### src/rtl/alu_cmd_driver_if.sv
// alu_cmd_driver_if: command and result valid/ready channels of the ALU command driver
interface alu_cmd_driver_if;
  logic        cmd_valid;
  logic        cmd_ready;
  logic [7:0]  cmd_a;
  logic [7:0]  cmd_b;
  logic [7:0]  cmd_c;
  logic [1:0]  cmd_op;
  logic        res_valid;
  logic        res_ready;
  logic [15:0] res_data;
  logic [1:0]  res_op;
  logic [7:0]  res_tag;
  modport master (
    output cmd_valid, cmd_a, cmd_b, cmd_c, cmd_op, res_ready,
    input  cmd_ready, res_valid, res_data, res_op, res_tag
  );
  modport slave (
    input  cmd_valid, cmd_a, cmd_b, cmd_c, cmd_op, res_ready,
    output cmd_ready, res_valid, res_data, res_op, res_tag
  );
endinterface

### src/rtl/alu_cmd_driver.sv
// alu_cmd_driver: drives one ALU command at a time, waits SETTLE_CYCLES, returns tagged ALU_OUT
// ALU_CMD_DRIVER_ACC_EN adds acc_clr/acc_out, a running 24-bit sum of captured results
module alu_cmd_driver #(
  parameter int SETTLE_CYCLES = 1
) (
  input  logic            clk,
  input  logic            rst_n,
  alu_cmd_driver_if.slave bus,
  output logic [7:0]      A,
  output logic [7:0]      B,
  output logic [7:0]      C,
  output logic            S0,
  output logic            S1,
  input  logic [15:0]     ALU_OUT
`ifdef ALU_CMD_DRIVER_ACC_EN
  ,
  input  logic            acc_clr,
  output logic [23:0]     acc_out
`endif
);
  typedef enum logic [1:0] {IDLE, SETTLE, HOLD} state_t;
  state_t     state, next;
  logic [3:0] cnt;
  logic [7:0] tag;
  logic       accept, capture, give;
  always_comb begin
    accept  = state == IDLE && bus.cmd_valid && bus.cmd_ready;
    capture = state == SETTLE && cnt == 4'd0;
    give    = state == HOLD && bus.res_valid && bus.res_ready;
    next    = accept ? SETTLE : capture ? HOLD : give ? IDLE : state;
  end
  always_ff @(posedge clk or negedge rst_n)
    if (!rst_n) state <= IDLE;
    else        state <= next;
  // handshake flags are registered copies of the next state
  always_ff @(posedge clk or negedge rst_n)
    if (!rst_n) begin
      {A, B, C, S0, S1} <= '0;
      cnt <= '0;
      tag <= '0;
      bus.cmd_ready <= 1'b0;
      bus.res_valid <= 1'b0;
      bus.res_data  <= '0;
      bus.res_op    <= '0;
      bus.res_tag   <= '0;
    end else begin
      bus.cmd_ready <= next == IDLE;
      bus.res_valid <= next == HOLD;
      if (accept) begin
        {A, B, C} <= {bus.cmd_a, bus.cmd_b, bus.cmd_c};
        S0  <= bus.cmd_op[1];
        S1  <= bus.cmd_op[0];
        cnt <= 4'(SETTLE_CYCLES - 1);
      end else if (state == SETTLE && cnt != 4'd0) begin
        cnt <= cnt - 4'd1;
      end
      if (capture) begin
        bus.res_data <= ALU_OUT;
        bus.res_op   <= {S0, S1};
        bus.res_tag  <= tag;
        tag          <= tag + 8'd1;
      end
    end
`ifdef ALU_CMD_DRIVER_ACC_EN
  always_ff @(posedge clk or negedge rst_n)
    if (!rst_n)       acc_out <= '0;
    else if (acc_clr) acc_out <= capture ? {8'b0, ALU_OUT} : '0;
    else if (capture) acc_out <= acc_out + {8'b0, ALU_OUT};
`endif
endmodule

### src/flat_wrapper.sv
// flat-port wrapper written by rule: the top's interface ports become plain ports
module alu_cmd_driver_flat 
#(
  parameter int SETTLE_CYCLES = 1
)
  (clk, rst_n, A, B, C, S0, S1, ALU_OUT, bus_cmd_valid, bus_cmd_a, bus_cmd_b, bus_cmd_c, bus_cmd_op, bus_res_ready, bus_cmd_ready, bus_res_valid, bus_res_data, bus_res_op, bus_res_tag);
  alu_cmd_driver_if bus_i ();
  input  logic clk;
  input  logic rst_n;
  output logic [7:0] A;
  output logic [7:0] B;
  output logic [7:0] C;
  output logic S0;
  output logic S1;
  input  logic [15:0] ALU_OUT;
  input wire logic [$bits(bus_i.cmd_valid)-1:0] bus_cmd_valid;
  input wire logic [$bits(bus_i.cmd_a)-1:0] bus_cmd_a;
  input wire logic [$bits(bus_i.cmd_b)-1:0] bus_cmd_b;
  input wire logic [$bits(bus_i.cmd_c)-1:0] bus_cmd_c;
  input wire logic [$bits(bus_i.cmd_op)-1:0] bus_cmd_op;
  input wire logic [$bits(bus_i.res_ready)-1:0] bus_res_ready;
  output wire logic [$bits(bus_i.cmd_ready)-1:0] bus_cmd_ready;
  output wire logic [$bits(bus_i.res_valid)-1:0] bus_res_valid;
  output wire logic [$bits(bus_i.res_data)-1:0] bus_res_data;
  output wire logic [$bits(bus_i.res_op)-1:0] bus_res_op;
  output wire logic [$bits(bus_i.res_tag)-1:0] bus_res_tag;
  assign bus_i.cmd_valid = bus_cmd_valid;
  assign bus_i.cmd_a = bus_cmd_a;
  assign bus_i.cmd_b = bus_cmd_b;
  assign bus_i.cmd_c = bus_cmd_c;
  assign bus_i.cmd_op = bus_cmd_op;
  assign bus_i.res_ready = bus_res_ready;
  assign bus_cmd_ready = bus_i.cmd_ready;
  assign bus_res_valid = bus_i.res_valid;
  assign bus_res_data = bus_i.res_data;
  assign bus_res_op = bus_i.res_op;
  assign bus_res_tag = bus_i.res_tag;
  alu_cmd_driver #(.SETTLE_CYCLES(SETTLE_CYCLES)) u_core (.clk(clk), .rst_n(rst_n), .bus(bus_i), .A(A), .B(B), .C(C), .S0(S0), .S1(S1), .ALU_OUT(ALU_OUT));
endmodule
### config.mk
export PLATFORM = sky130hd
export DESIGN_NAME = alu_cmd_driver_flat
export DESIGN_NICKNAME = d
export VERILOG_FILES = /design/src/rtl/alu_cmd_driver_if.sv /design/src/rtl/alu_cmd_driver.sv /design/src/flat_wrapper.sv
export SDC_FILE = /design/constraint.sdc
export NUM_CORES = 1
export LEC_CHECK = 0
export ABC_AREA = 1
export BUFFER_PORTS_ARGS = -buffer_cell sky130_fd_sc_hd__buf_2
export CORE_MARGIN = 5
export CORE_UTILIZATION = 23
export DETAILED_ROUTE_END_ITERATION = 7
export SETUP_SLACK_MARGIN = 0.3
export SKIP_CTS_REPAIR_TIMING = 1
export SLEW_MARGIN = 10
export SYNTH_ARGS = -nofsm -noshare
export SYNTH_HDL_FRONTEND = slang
export SYNTH_SLANG_ARGS = --single-unit
### constraint.sdc
create_clock -name clk -period 1.7 [get_ports clk]
set_input_delay 0.17 -clock clk [delete_from_list [all_inputs] [get_ports clk]]
set_output_delay 0.17 -clock clk [all_outputs]
set_load 0.005 [all_outputs]
# Word-level counts from Yosys, hierarchy flattened
# Cells that the tools add are included.
[totals]
output_inout_bits = 54
regBits = 68
in_bits = 46
[op_classes]
n_eq_ne = 3
n_reduce_logical = 11
add_sub_neg = 2
n_mux = 5
[ops]
columns = ["op", "count"]
rows = [
  ["$add A8 B1 Y8 const B", 1],
  ["$mux W4", 2],
  ["$logic_and A1 B1 Y1", 6],
  ["$mux W2", 3],
  ["$eq A2 B2 Y1 const B", 2],
  ["$logic_not A2 Y1", 2],
  ["$logic_not A4 Y1", 1],
  ["$reduce_bool A4 Y1", 1],
  ["$sub A4 B1 Y4 const B", 1],
  ["$eq A2 B1 Y1 const B", 1],
  ["$reduce_bool A2 Y1", 1],
]

# Depth between registers and ports, before layout
# Gate-level depths: netlist (run 1).
[logic_depth]
depth_word = 7
ltp_mapped = 8
ltp_nobuf = 8

# Least setup slack after synthesis (run 1)
# No wires, ideal clock.
[synth_timing]
path_kind = "reg2reg"
startpoint = "register u_core.cnt[0]"
endpoint = "register u_core.bus.res_tag[2]"
path_slack_ns = 0.450
stages_incl_launch_ff = 7
required_ns = 1.581
arrival_time_ns = 1.132
period_less_slack_ns = 1.250
path_buffers = 0
cell_sequence = "dfrtp_1 inv_1 ha_1 nand2_2 nor2_4 nand2_1 o21a_1"
[synth_between]
elab_chain_len = 2
[synth_rtl]
columns = ["element", "line_no", "rtl"]
rows = [
  ["from (decl)", "alu_cmd_driver.sv:23", "logic [3:0] cnt;"],
  ["from (signal assigned)", "alu_cmd_driver.sv:53", "cnt <= 4'(SETTLE_CYCLES - 1);"],
  ["from (signal assigned)", "alu_cmd_driver.sv:55", "cnt <= cnt - 4'd1;"],
  ["$logic_not A4 Y1", "alu_cmd_driver.sv:28", "capture = state == SETTLE && cnt == 4'd0;"],
  ["$logic_and A1 B1 Y1", "alu_cmd_driver.sv:28", ""],
  ["to (signal assigned)", "alu_cmd_driver.sv:60", "bus.res_tag <= tag;"],
  ["to (decl)", "alu_cmd_driver_if.sv:20", "output cmd_ready, res_valid, res_data, res_op, res_tag"],
]
# No other way between the ends.
# A chain may end at the register's enable or synchronous reset.

# Worst setup path in the final report (run 1)
[layout_timing]
startpoint = "register u_core.state[0]"
endpoint = "register u_core.C[6]"
[layout_between]
elab_chain_len = 3
[layout_rtl]
columns = ["element", "line_no", "rtl"]
rows = [
  ["from (decl)", "alu_cmd_driver.sv:22", "state_t state, next;"],
  ["from (signal assigned)", "alu_cmd_driver.sv:34", "else state <= next;"],
  ["$logic_not A2 Y1", "alu_cmd_driver.sv:27", "accept = state == IDLE && bus.cmd_valid && bus.cmd_ready;"],
  ["$logic_and A1 B1 Y1 (2 in series)", "alu_cmd_driver.sv:27", ""],
  ["to (signal assigned)", "alu_cmd_driver.sv:50", "{A, B, C} <= {bus.cmd_a, bus.cmd_b, bus.cmd_c};"],
  ["to (decl)", "alu_cmd_driver.sv:11", "output logic [7:0] C,"],
]
# No other way between the ends.

==> impl_results.html, run 1 <==
<table>
<tr><th>Metric</th><th>Value</th></tr>
<tr><th colspan="2">Timing</th></tr>
<tr><td>Final setup viols</td><td>0</td></tr>
<tr><td>Number of pins exceeding their max-slew limit in the final report</td><td>0</td></tr>
<tr><td>Max-slew headroom</td><td>0.711</td></tr>
<tr><td>Skew final</td><td>0.00756 ns</td></tr>
<tr><td>Unrepaired setup endpoints after global routing</td><td>false</td></tr>
<tr><td>Fmax</td><td>769 MHz</td></tr>
<tr><td>Slew of the pin with the lowest slew margin</td><td>0.434 ns</td></tr>
<tr><td>Final min period</td><td>~1.3 ns</td></tr>
<tr><td>Sum of negative setup slack</td><td>0 ns</td></tr>
<tr><td>Final worst path period share</td><td>0.764</td></tr>
<tr><td>Final hold viol count</td><td>0</td></tr>
<tr><th colspan="2">Finish</th></tr>
<tr><td>Area of the multi-input gates</td><td>approximately 900 sq um</td></tr>
<tr><td>Layout filler cell count</td><td>roughly 1,300</td></tr>
<tr><td>Cell Count, Final, Fillers Out</td><td>around 580</td></tr>
<tr><td>Number of nets in the final layout</td><td>479</td></tr>
<tr><td>FF/Latch Area</td><td>between 1500 and 2000 sq um</td></tr>
<tr><td>Synthesis-to-layout area growth</td><td>38.8%</td></tr>
<tr><td>Number of diodes added for antenna fixing</td><td>0</td></tr>
<tr><td>Fraction of final layout cells with drive strength greater than 1</td><td>0.315</td></tr>
<tr><th colspan="2">Detailed routing</th></tr>
<tr><td>Drt via density</td><td>approximately 4</td></tr>
<tr><td>First drt pass iteration count</td><td>4</td></tr>
<tr><td># DRC</td><td>0</td></tr>
<tr><td>Initial detailed-routing violation count</td><td>65</td></tr>
<tr><td>Post-route antenna net violation count</td><td>0</td></tr>
<tr><td>Via count</td><td>2,319</td></tr>
<tr><td>Average wire length per cell after detail routing</td><td>between 10 and 15 microns</td></tr>
<tr><td>Routed Wire Length</td><td>6.71 mm</td></tr>
<tr><th colspan="2">Setup path</th></tr>
<tr><td>Longest individual stage delay on the worst path</td><td>0.41 ns</td></tr>
<tr><td>Top cell family by delay on the critical path</td><td>flip-flops</td></tr>
<tr><td>Worst path cell trace</td><td>nor2_1 -&gt; nand3_2 -&gt; buf_12 -&gt; o21ai_0</td></tr>
<tr><td>Required arrival time at the worst endpoint</td><td>1.93 ns</td></tr>
<tr><td>Maximum fanout count along the critical path</td><td>52</td></tr>
<tr><td>Critical path class</td><td>reg2reg</td></tr>
<tr><td>CP Capture Type</td><td>flop</td></tr>
<tr><td>Arrival time worst endpoint</td><td>~1.5 ns</td></tr>
<tr><td>Crit path max-delay cell type</td><td>dfrtp_1</td></tr>
<tr><td>Buf+Inv Stages, Crit Path</td><td>1</td></tr>
<tr><td>Startpoint types</td><td>flop</td></tr>
<tr><th colspan="2">Global routing</th></tr>
<tr><td>Most congested layer reported by global routing</td><td>met2</td></tr>
<tr><td>Maximum number of pins on one net before global-route repair</td><td>53</td></tr>
<tr><td>Met3 Use GR</td><td>0.0463</td></tr>
<tr><td>Remaining global-route overflow</td><td>0</td></tr>
<tr><td>Met1 track demand over resource</td><td>0.116</td></tr>
<tr><td>Global-route wire length before repair</td><td>around 11 mm</td></tr>
<tr><td>Global Route Usage Sum</td><td>0.0949</td></tr>
<tr><td>Number of global-route vias before repair</td><td>~2,300</td></tr>
<tr><td>Initial antenna violation count</td><td>0</td></tr>
<tr><td>Met2 track utilization from global routing</td><td>0.141</td></tr>
<tr><th colspan="2">Synth</th></tr>
<tr><td>Number of synthesized register bits</td><td>68</td></tr>
<tr><td>Mean instance size in the synthesized netlist</td><td>between 8 and 9 sq um</td></tr>
<tr><td>Yosys cell types</td><td>22</td></tr>
<tr><td>Portion of the post-synthesis area used by sequential elements</td><td>0.607</td></tr>
<tr><td>Top_reg_cell synth</td><td>dfrtp_1</td></tr>
<tr><td>Synth top area cells</td><td>dfrtp_1, nand2_1, inv_1</td></tr>
<tr><td>EDFF count, synth</td><td>0</td></tr>
<tr><td>Cell Area, Synth</td><td>approximately 2800 sq um</td></tr>
<tr><td>Synthesis Warnings</td><td>0</td></tr>
<tr><td>Async S/R FF share, synth</td><td>1.00</td></tr>
<tr><td>Cells after synthesis</td><td>320</td></tr>
<tr><td>Number of nets produced by synthesis</td><td>around 370</td></tr>
<tr><td>Area share of the leading cell type in the synthesized netlist</td><td>0.607</td></tr>
<tr><td>Post-synthesis cell type with the largest combined area</td><td>dfrtp_1</td></tr>
<tr><th colspan="2">Power</th></tr>
<tr><td>Total power density per cell area</td><td>about 940 nW/um^2</td></tr>
<tr><td>P_leak</td><td>2.11 nW</td></tr>
<tr><td>IR Drop Worst-Case VDD</td><td>0.498 mV</td></tr>
<tr><th colspan="2">Clock network</th></tr>
<tr><td>Maximum number of buffers from clock root to sink</td><td>2</td></tr>
<tr><td>Number of clock sinks</td><td>68</td></tr>
<tr><td>TritonCTS Buffers</td><td>9</td></tr>
<tr><td>Later-pin clock latency in the skew report</td><td>0.33 ns</td></tr>
<tr><td>TritonCTS clock tree</td><td>yes</td></tr>
<tr><td>Register clock-pin slew on the reported worst setup and hold paths</td><td>roughly 0.06 ns</td></tr>
<tr><td>Root buffer cell</td><td>clkbuf_16</td></tr>
<tr><td>Number of levels in the clock H-tree</td><td>3</td></tr>
<tr><th colspan="2">Status</th></tr>
<tr><td>Result of the run</td><td>finished clean</td></tr>
<tr><th colspan="2">Floorplan</th></tr>
<tr><td>Die outline width</td><td>120 microns</td></tr>
<tr><td>Total core area</td><td>~12,000 sq um</td></tr>
<tr><td>Row Count</td><td>40</td></tr>
<tr><td>Die height</td><td>120 microns</td></tr>
<tr><td>Die footprint</td><td>roughly 15,000 sq um</td></tr>
<tr><td>Effective utilization at floorplan</td><td>0.235</td></tr>
<tr><td>IO Count</td><td>100</td></tr>
<tr><th colspan="2">Placed design</th></tr>
<tr><td>DP HPWL</td><td>4.64 mm</td></tr>
<tr><td>Cell total after placement</td><td>559</td></tr>
<tr><td>Port-buffer cells</td><td>around 100</td></tr>
<tr><td>Placer's final routability congestion estimate</td><td>approximately 0.77</td></tr>
<tr><th colspan="2">Job</th></tr>
<tr><td>Max-capacitance violation count</td><td>0</td></tr>
<tr><th colspan="2">Min path</th></tr>
<tr><td>Worst min path class</td><td>in2reg</td></tr>
</table>
registers in the layout, summed over array words and instances (netlist names), 2 cells and up:
register and cells:
u_core.cnt 4, u_core.C 8, u_core.state 2, u_core.bus.res_op 2, u_core.tag 8, u_core.A 8
u_core.bus.res_tag 8, u_core.bus.res_data 16, u_core.B 8
final timing paths:
check                                  startpoint                      to  slack, ns  cells past startpoint
setup / recovery                  u_core.state[0]             u_core.C[6]       0.40                      4
hold reg to reg            u_core.bus.res_data[7]  u_core.bus.res_data[7]       0.48                      2
min in group asynchronous                   rst_n   u_core.bus.res_tag[6]       0.33                      2
setup reg to reg                  u_core.state[0]             u_core.C[6]       0.40                      4
hold / removal                         ALU_OUT[9]  u_core.bus.res_data[9]       0.03                      3
max in group asynchronous                   rst_n             u_core.C[5]       0.82                      3
cell families after synthesis:
| logic type | share of synthesized area |
|---|---|
| XOR/XNOR | 0.00625 |
| flip-flops | 0.607 |
| buffers and inverters | 0.0883 |
| adder cells (fa/ha/maj) | 0.00892 |
| AO/OA/AOI/OAI | 0.0709 |
| AND/OR/NAND/NOR | 0.219 |
tightest hold or removal path: stages:
cell and delay (ns):
buf_2 0.08, nand2_1 0.04, nand2_1 0.04
where the power goes:
part	switching [W]	total, W	internal [W]	leakage [nW]
Combinational	0.0000521	0.0000987	0.0000466	1.11
Sequential	0	0.00162	0.00162	0.846
Clock	0.000674	0.00194	0.00126	0.155
Total	0.000727	0.00366	0.00293	2.11
metal layers:
metal / vias to the layer above / routed length [microns]
met2: 76 / 3130
met4: 0 / 67
met5: - / 0
li1: 1193 / -
met1: 1043 / 2930
met3: 7 / 577
final cells by class:
type	instances	area share
multi-input cells	196	0.226
well taps	147	0.0472
repair buffers	112	0.169
clock inverters	6	0.0206
inverters	44	0.0424
clock buffers	9	0.0578
flip-flops and latches	68	0.437
synthesized netlist by cell type (2+ instances only):
library cell	n
nor2_2	2
inv_2	2
o21ai_1	5
ha_1	2
nand2_1	126
buf_6	3
buf_2	3
dfrtp_1	68
xor2_1	2
clkbuf_1	3
buf_4	3
o21ai_0	31
nand2_2	2
nor2_1	9
nand3_1	11
inv_1	42
layout by cell type (no fill, tap or decap):
cell type / Yosys / routed
o21ai_0: 31 / 28
a21oi_1: 1 / 1
clkbuf_16: 0 / 10
nand3_2: 1 / 1
nor2_4: 1 / 1
buf_12: 0 / 3
o22ai_1: 1 / 1
nor2_1: 9 / 9
nand4_1: 1 / 1
xor2_1: 2 / 2
inv_2: 2 / 3
nand3_1: 11 / 10
o21a_1: 1 / 1
ha_4: 0 / 1
buf_2: 3 / 98
dfrtp_1: 68 / 68
buf_6: 3 / 1
nand2_2: 2 / 2
nand3_4: 0 / 1
clkinv_2: 0 / 4
bufinv_16: 0 / 2
buf_4: 3 / 8
o21ai_1: 5 / 8
dlygate4sd3_1: 0 / 1
inv_1: 42 / 41
nor2_2: 2 / 2
nand2_1: 126 / 126
ha_1: 2 / 1
through the flow:
step                      cell area, sq um  total power [W]  hold WS (ns)  utilization  worst slack (ns)
after floorplan                       2810          0.00166        -0.126            -             0.450
after global placement                3470          0.00175         0.140        0.290             0.188
after detailed placement              3470          0.00175         0.150        0.290             0.128
after CTS                             3780          0.00372        -0.207        0.316            0.0935
after global routing                  3890          0.00380        0.0225        0.326             0.293
final                                 3890          0.00366        0.0333        0.326             0.400
Power figures use the tool's default switching activity.
==> inputs of run 2 (changes only) <==
Clock period 1.7 ns to 1.24 ns, I/O delays scaled along.
==> impl_results.html, run 2 (synthesized netlist as in run 1, its figures left out) <==
<table>
<tr><th>Metric</th><th>Value</th></tr>
<tr><th colspan="2">Detailed routing</th></tr>
<tr><td>Drt via density</td><td>4.05</td></tr>
<tr><td>First drt pass iteration count</td><td>4</td></tr>
<tr><td>Initial detailed-routing violation count</td><td>between 90 and 100</td></tr>
<tr><td>Via count</td><td>approximately 2,500</td></tr>
<tr><td># DRC</td><td>0</td></tr>
<tr><td>Routed Wire Length</td><td>around 7.1 mm</td></tr>
<tr><td>Post-route antenna net violation count</td><td>0</td></tr>
<tr><td>Average wire length per cell after detail routing</td><td>roughly 12 microns</td></tr>
<tr><th colspan="2">Setup path</th></tr>
<tr><td>Required arrival time at the worst endpoint</td><td>roughly 1.4 ns</td></tr>
<tr><td>Arrival time worst endpoint</td><td>1.44 ns</td></tr>
<tr><td>Worst path cell trace</td><td>inv_2 -&gt; ha_4 -&gt; nand3_4 -&gt; buf_12 -&gt; o21ai_0 -&gt; o21ai_1</td></tr>
<tr><td>Startpoint types</td><td>flop</td></tr>
<tr><td>Maximum fanout count along the critical path</td><td>26</td></tr>
<tr><td>Buf+Inv Stages, Crit Path</td><td>2</td></tr>
<tr><td>Longest individual stage delay on the worst path</td><td>~0.37 ns</td></tr>
<tr><td>CP Capture Type</td><td>flop</td></tr>
<tr><td>Top cell family by delay on the critical path</td><td>flip-flops</td></tr>
<tr><td>Crit path max-delay cell type</td><td>dfrtp_1</td></tr>
<tr><td>Critical path class</td><td>reg2reg</td></tr>
<tr><th colspan="2">Finish</th></tr>
<tr><td>FF/Latch Area</td><td>between 1500 and 2000 sq um</td></tr>
<tr><td>Number of diodes added for antenna fixing</td><td>0</td></tr>
<tr><td>Most frequent standard cell in the layout excluding fill and tap cells</td><td>nand2_1</td></tr>
<tr><td>Post-Layout Inst Area</td><td>about 4200 sq um</td></tr>
<tr><td>Number of nets in the final layout</td><td>~510</td></tr>
<tr><td>Synthesis-to-layout area growth</td><td>48.4%</td></tr>
<tr><td>End-of-flow core utilization</td><td>0.348</td></tr>
<tr><td>Number of flip-flops under the largest register name</td><td>16</td></tr>
<tr><td>Most frequent cells in the layout</td><td>nand2_1, buf_2, dfrtp_1</td></tr>
<tr><td>Layout filler cell count</td><td>about 1,200</td></tr>
<tr><td>Cell Count, Final, Fillers Out</td><td>between 600 and 700</td></tr>
<tr><td>Fraction of final layout cells with drive strength greater than 1</td><td>0.373</td></tr>
<tr><td>Area of the multi-input gates</td><td>between 900 and 1000 sq um</td></tr>
<tr><td>Biggest register</td><td>u_core.bus.res_data</td></tr>
<tr><th colspan="2">Floorplan</th></tr>
<tr><td>Effective utilization at floorplan</td><td>0.235</td></tr>
<tr><td>Row Count</td><td>40</td></tr>
<tr><td>Die height</td><td>between 100 and 150 microns</td></tr>
<tr><td>Die outline width</td><td>~120 microns</td></tr>
<tr><td>Die footprint</td><td>around 15,000 sq um</td></tr>
<tr><td>Total core area</td><td>12,000 sq um</td></tr>
<tr><td>IO Count</td><td>100</td></tr>
<tr><th colspan="2">Clock network</th></tr>
<tr><td>TritonCTS Buffers</td><td>9</td></tr>
<tr><td>Maximum number of buffers from clock root to sink</td><td>2</td></tr>
<tr><td>Root buffer cell</td><td>clkbuf_16</td></tr>
<tr><td>Register clock-pin slew on the reported worst setup and hold paths</td><td>0.05 ns</td></tr>
<tr><td>TritonCTS clock tree</td><td>yes</td></tr>
<tr><td>Number of levels in the clock H-tree</td><td>3</td></tr>
<tr><td>Number of clock sinks</td><td>68</td></tr>
<tr><td>Later-pin clock latency in the skew report</td><td>between 0.3 and 0.4 ns</td></tr>
<tr><th colspan="2">Timing</th></tr>
<tr><td>Final hold viol count</td><td>0</td></tr>
<tr><td>Unrepaired setup endpoints after global routing</td><td>true</td></tr>
<tr><td>Skew final</td><td>just over 0.003 ns</td></tr>
<tr><td>Number of pins exceeding their max-slew limit in the final report</td><td>0</td></tr>
<tr><td>Post-route setup slack</td><td>-0.00457 ns</td></tr>
<tr><td>Max-slew headroom</td><td>0.778</td></tr>
<tr><td>Final worst path period share</td><td>1.00</td></tr>
<tr><td>Final min period</td><td>1.24 ns</td></tr>
<tr><td>Fmax</td><td>~800 MHz</td></tr>
<tr><td>Final setup viols</td><td>2</td></tr>
<tr><td>Slew of the pin with the lowest slew margin</td><td>0.333 ns</td></tr>
<tr><th colspan="2">Job</th></tr>
<tr><td>Max-capacitance violation count</td><td>0</td></tr>
<tr><th colspan="2">Placed design</th></tr>
<tr><td>Port-buffer cells</td><td>99</td></tr>
<tr><td>Placement Setup Slack</td><td>-0.0411 ns</td></tr>
<tr><td>Cell total after placement</td><td>572</td></tr>
<tr><td>DP HPWL</td><td>4.94 mm</td></tr>
<tr><td>Post-DP Area</td><td>3610 sq um</td></tr>
<tr><td>Placer's final routability congestion estimate</td><td>approximately 0.76</td></tr>
<tr><th colspan="2">Min path</th></tr>
<tr><td>Worst min path class</td><td>in2reg</td></tr>
<tr><th colspan="2">Power</th></tr>
<tr><td>Total power density per cell area</td><td>1160 nW/um^2</td></tr>
<tr><td>IR Drop Worst-Case VDD</td><td>0.441 mV</td></tr>
<tr><td>P_leak</td><td>2.23 nW</td></tr>
<tr><th colspan="2">Global routing</th></tr>
<tr><td>Remaining global-route overflow</td><td>0</td></tr>
<tr><td>Global-route wire length before repair</td><td>between 10 and 15 mm</td></tr>
<tr><td>Global Route Usage Sum</td><td>0.0962</td></tr>
<tr><td>Initial antenna violation count</td><td>0</td></tr>
<tr><td>Maximum number of pins on one net before global-route repair</td><td>47</td></tr>
<tr><td>Number of global-route vias before repair</td><td>roughly 2,500</td></tr>
<tr><th colspan="2">Status</th></tr>
<tr><td>Failing checks</td><td>negative setup slack</td></tr>
<tr><td>Result of the run</td><td>finished, violations left</td></tr>
</table>
==> run 2: cell count changes in the layout (fill, tap and decap cells not counted), moves of 3 or more <==
cell      previous run  this run
clkbuf_1             0         3
o21ai_1              8        28
clkinv_2             4         1
nand2_4              0         5
buf_6                1         6
nand2_1            126       119
buf_4                8        28
o21ai_0             28         7
==> run 2: power breakdown <==
part / switching, W / internal [W] / total [W]
combinational: 0.0000762 / 0.0000683 / 0.000144
clock: 0.000874 / 0.00160 / 0.00247
sequential: 0 / 0.00222 / 0.00222
==> run 2: cell type report <==
type,instances,area share
Multi-Input combinational cell,196,0.229
Tap cell,147,0.0442
Inverter,44,0.0397
Clock buffer,13,0.0601
Sequential cell,68,0.409
Clock inverter,2,0.00841
Timing Repair Buffer,138,0.210
==> run 2: metal layers <==
metal,share of wire,wire length [microns],GRT usage,up-vias
met5,0,0,0,-
met1,0.44,3100,0.118,1132
li1,-,-,-,1252
met4,0.011,78,0.0297,0
met3,0.088,622,0.0430,7
met2,0.46,3260,0.152,72
==> run 2: path summary, 6_finish.rpt <==
kind                                                to  slack (ns)  cells past startpoint              startpoint
worst min register to register  u_core.bus.res_data[3]        0.47                      2  u_core.bus.res_data[3]
min in group asynchronous        u_core.bus.res_tag[4]        0.25                      2                   rst_n
max in group asynchronous       u_core.bus.res_data[6]        0.46                      3                   rst_n
worst max register to register           u_core.tag[2]      -0.005                      6           u_core.cnt[0]
worst min-delay path            u_core.bus.res_data[1]       0.007                      3              ALU_OUT[1]
worst max-delay path                     u_core.tag[2]      -0.005                      6           u_core.cnt[0]
==> run 2: worst register-to-register path, cell delays in order, from the launching register on <==
cell	delay, ns
dfrtp_1	0.37
inv_2	0.08
ha_4	0.17
nand3_4	0.11
buf_12	0.18
o21ai_0	0.14
o21ai_1	0.08
==> run 2: stage by stage <==
stage	power (W)	TNS, ns	hold WS [ns]
4_1_cts	0.00492	-0.200	-0.290
3_5_place_dp	0.00240	-0.0530	0.0552
2_1_floorplan	0.00227	0	-0.172
5_1_grt	0.00504	-2.04	0.00425
6_report	0.00484	-0.00825	0.00656
3_3_place_gp	0.00240	-0.0197	0.0520
==> inputs of run 3 (changes only) <==
==> constraint.sdc (replaced) <==
create_clock -name clk -period 1.24 [get_ports clk]
set_input_delay 0.062 -clock clk [delete_from_list [all_inputs] [get_ports clk]]
set_output_delay 0.062 -clock clk [all_outputs]
set_load 0.005 [all_outputs]
==> impl_results.html, run 3 (synthesized netlist as in run 1, its figures left out) <==
<table>
<tr><th>Metric</th><th>Value</th></tr>
<tr><th colspan="2">Status</th></tr>
<tr><td>Result of the run</td><td>finished, violations left</td></tr>
<tr><td>Failing checks</td><td>negative hold slack, negative setup slack</td></tr>
<tr><th colspan="2">Finish</th></tr>
<tr><td>Biggest register</td><td>u_core.bus.res_data</td></tr>
<tr><td>Number of flip-flops under the largest register name</td><td>16</td></tr>
<tr><td>Post-Layout Inst Area</td><td>4410 sq um</td></tr>
<tr><td>Synthesis-to-layout area growth</td><td>57.2%</td></tr>
<tr><td>Cell Count, Final, Fillers Out</td><td>approximately 630</td></tr>
<tr><td>Most frequent standard cell in the layout excluding fill and tap cells</td><td>nand2_1</td></tr>
<tr><td>Number of nets in the final layout</td><td>about 530</td></tr>
<tr><td>Fraction of final layout cells with drive strength greater than 1</td><td>0.328</td></tr>
<tr><td>Most frequent cells in the layout</td><td>nand2_1, buf_2, dfrtp_1</td></tr>
<tr><td>Number of diodes added for antenna fixing</td><td>0</td></tr>
<tr><th colspan="2">Power</th></tr>
<tr><td>IR Drop Worst-Case VDD</td><td>0.445 mV</td></tr>
<tr><td>Pwr Total</td><td>between 0.004 and 0.005 W</td></tr>
<tr><td>Total power density per cell area</td><td>1120 nW/um^2</td></tr>
<tr><td>P_leak</td><td>between 2 and 2.5 nW</td></tr>
<tr><th colspan="2">Setup path</th></tr>
<tr><td>Longest individual stage delay on the worst path</td><td>0.37 ns</td></tr>
<tr><td>Worst path cell trace</td><td>inv_2 -&gt; ha_4 -&gt; nand3_4 -&gt; buf_12 -&gt; o21ai_0 -&gt; o21ai_1</td></tr>
<tr><td>Startpoint types</td><td>flop</td></tr>
<tr><td>CP Capture Type</td><td>flop</td></tr>
<tr><td>Required arrival time at the worst endpoint</td><td>roughly 1.4 ns</td></tr>
<tr><td>Top cell family by delay on the critical path</td><td>flip-flops</td></tr>
<tr><td>Buf+Inv Stages, Crit Path</td><td>2</td></tr>
<tr><td>Crit path max-delay cell type</td><td>dfrtp_1</td></tr>
<tr><td>Arrival time worst endpoint</td><td>roughly 1.4 ns</td></tr>
<tr><td>Maximum fanout count along the critical path</td><td>26</td></tr>
<tr><td>Critical path class</td><td>reg2reg</td></tr>
<tr><th colspan="2">Floorplan</th></tr>
<tr><td>Total core area</td><td>roughly 12,000 sq um</td></tr>
<tr><td>Die height</td><td>120 microns</td></tr>
<tr><td>IO Count</td><td>100</td></tr>
<tr><td>Die footprint</td><td>~15,000 sq um</td></tr>
<tr><td>Die outline width</td><td>approximately 120 microns</td></tr>
<tr><td>Effective utilization at floorplan</td><td>0.235</td></tr>
<tr><td>Row Count</td><td>40</td></tr>
<tr><th colspan="2">Detailed routing</th></tr>
<tr><td>Post-route antenna net violation count</td><td>0</td></tr>
<tr><td>Via count</td><td>around 2,600</td></tr>
<tr><td>Met1 Routed Length</td><td>around 3.2 mm</td></tr>
<tr><td># DRC</td><td>0</td></tr>
<tr><td>Met3 routed WL</td><td>just under 600 microns</td></tr>
<tr><td>Met2 routed wirelength</td><td>about 3.5 mm</td></tr>
<tr><td>First drt pass iteration count</td><td>4</td></tr>
<tr><td>Average wire length per cell after detail routing</td><td>11.7 microns</td></tr>
<tr><td>Initial detailed-routing violation count</td><td>95</td></tr>
<tr><td>Routed Wire Length</td><td>7.37 mm</td></tr>
<tr><td>Max layer used</td><td>met4</td></tr>
<tr><td>Drt via density</td><td>around 4.1</td></tr>
<tr><th colspan="2">Timing</th></tr>
<tr><td>Max-slew headroom</td><td>0.778</td></tr>
<tr><td>Number of pins exceeding their max-slew limit in the final report</td><td>0</td></tr>
<tr><td>Skew final</td><td>about 0.0028 ns</td></tr>
<tr><td>Final hold viol count</td><td>5</td></tr>
<tr><td>Final setup viols</td><td>2</td></tr>
<tr><td>Fmax</td><td>slightly above 800 MHz</td></tr>
<tr><td>WHS</td><td>-0.0215 ns</td></tr>
<tr><td>Slew of the pin with the lowest slew margin</td><td>~0.33 ns</td></tr>
<tr><td>Final min period</td><td>1.24 ns</td></tr>
<tr><td>Post-route setup slack</td><td>-0.00323 ns</td></tr>
<tr><td>Unrepaired setup endpoints after global routing</td><td>true</td></tr>
<tr><td>Final worst path period share</td><td>1.00</td></tr>
<tr><th colspan="2">Clock network</th></tr>
<tr><td>Register clock-pin slew on the reported worst setup and hold paths</td><td>~0.05 ns</td></tr>
<tr><td>Number of levels in the clock H-tree</td><td>3</td></tr>
<tr><td>TritonCTS Buffers</td><td>9</td></tr>
<tr><td>Maximum number of buffers from clock root to sink</td><td>2</td></tr>
<tr><td>Root buffer cell</td><td>clkbuf_16</td></tr>
<tr><td>TritonCTS clock tree</td><td>yes</td></tr>
<tr><td>Number of clock sinks</td><td>68</td></tr>
<tr><td>Later-pin clock latency in the skew report</td><td>0.32 ns</td></tr>
<tr><th colspan="2">Global routing</th></tr>
<tr><td>Number of global-route vias before repair</td><td>between 2,000 and 2,500</td></tr>
<tr><td>Initial antenna violation count</td><td>0</td></tr>
<tr><td>Global Route Usage Sum</td><td>0.0962</td></tr>
<tr><td>Remaining global-route overflow</td><td>0</td></tr>
<tr><td>Maximum number of pins on one net before global-route repair</td><td>47</td></tr>
<tr><td>Global-route wire length before repair</td><td>around 11 mm</td></tr>
<tr><th colspan="2">Placed design</th></tr>
<tr><td>DP HPWL</td><td>roughly 4.9 mm</td></tr>
<tr><td>Placer's final routability congestion estimate</td><td>approximately 0.76</td></tr>
<tr><td>Port-buffer cells</td><td>99</td></tr>
<tr><td>Post-DP Area</td><td>approximately 3600 sq um</td></tr>
<tr><td>Cell total after placement</td><td>572</td></tr>
<tr><th colspan="2">Min path</th></tr>
<tr><td>Worst min path class</td><td>in2reg</td></tr>
<tr><th colspan="2">Job</th></tr>
<tr><td>Max-capacitance violation count</td><td>0</td></tr>
</table>
## run 3: layer usage
metal  vias up  global-route usage
li1       1294                   -
met1      1181               0.118
met2        77               0.152
met3         7              0.0430
met5         -                   0
met4         0              0.0297
## run 3: worst reg2reg max path, stage by stage, from the launching register on
cell and delay, ns:
dfrtp_1 0.37, inv_2 0.08, ha_4 0.17, nand3_4 0.11, buf_12 0.18, o21ai_0 0.14
o21ai_1 0.08
## run 3: path summary, 6_finish.rpt
check                                      from  cells after the start  slack (ns)                endpoint
max                               u_core.cnt[0]                      6      -0.003           u_core.tag[2]
min                                bus_cmd_c[0]                      3       -0.02             u_core.C[0]
max reg2reg                       u_core.cnt[0]                      6      -0.003           u_core.tag[2]
min reg2reg                u_core.bus.res_op[0]                      2        0.48    u_core.bus.res_op[0]
max in group asynchronous                 rst_n                      3        0.52  u_core.bus.res_data[6]
min in group asynchronous                 rst_n                      2        0.19   u_core.bus.res_tag[4]
## run 3: power breakdown
part	internal, W	leakage (nW)	switching (W)	total, W
sequential	0.00222	0.846	0	0.00222
combinational	0.000140	1.32	0.0000912	0.000231
clock	0.00160	0.140	0.000872	0.00247
## run 3: metrics by stage
stage	worst slack (ns)	setup TNS (ns)	utilization
detailed placement	-0.0411	-0.0530	0.302
floorplan	0.0747	0	-
global placement	-0.0197	-0.0197	0.302
finish	-0.00323	-0.00635	0.369
CTS	-0.0677	-0.200	0.325
global route	-0.0930	-2.03	0.369
## run 3: area by class of cell
type	instances	area, sq um
sequential	68	1700
tap	147	184
multi-input combinational	196	955
inverter	44	165
clock inverter	2	35.0
fill	1178	7550
clock buffer	13	250
timing repair buffer	159	1120
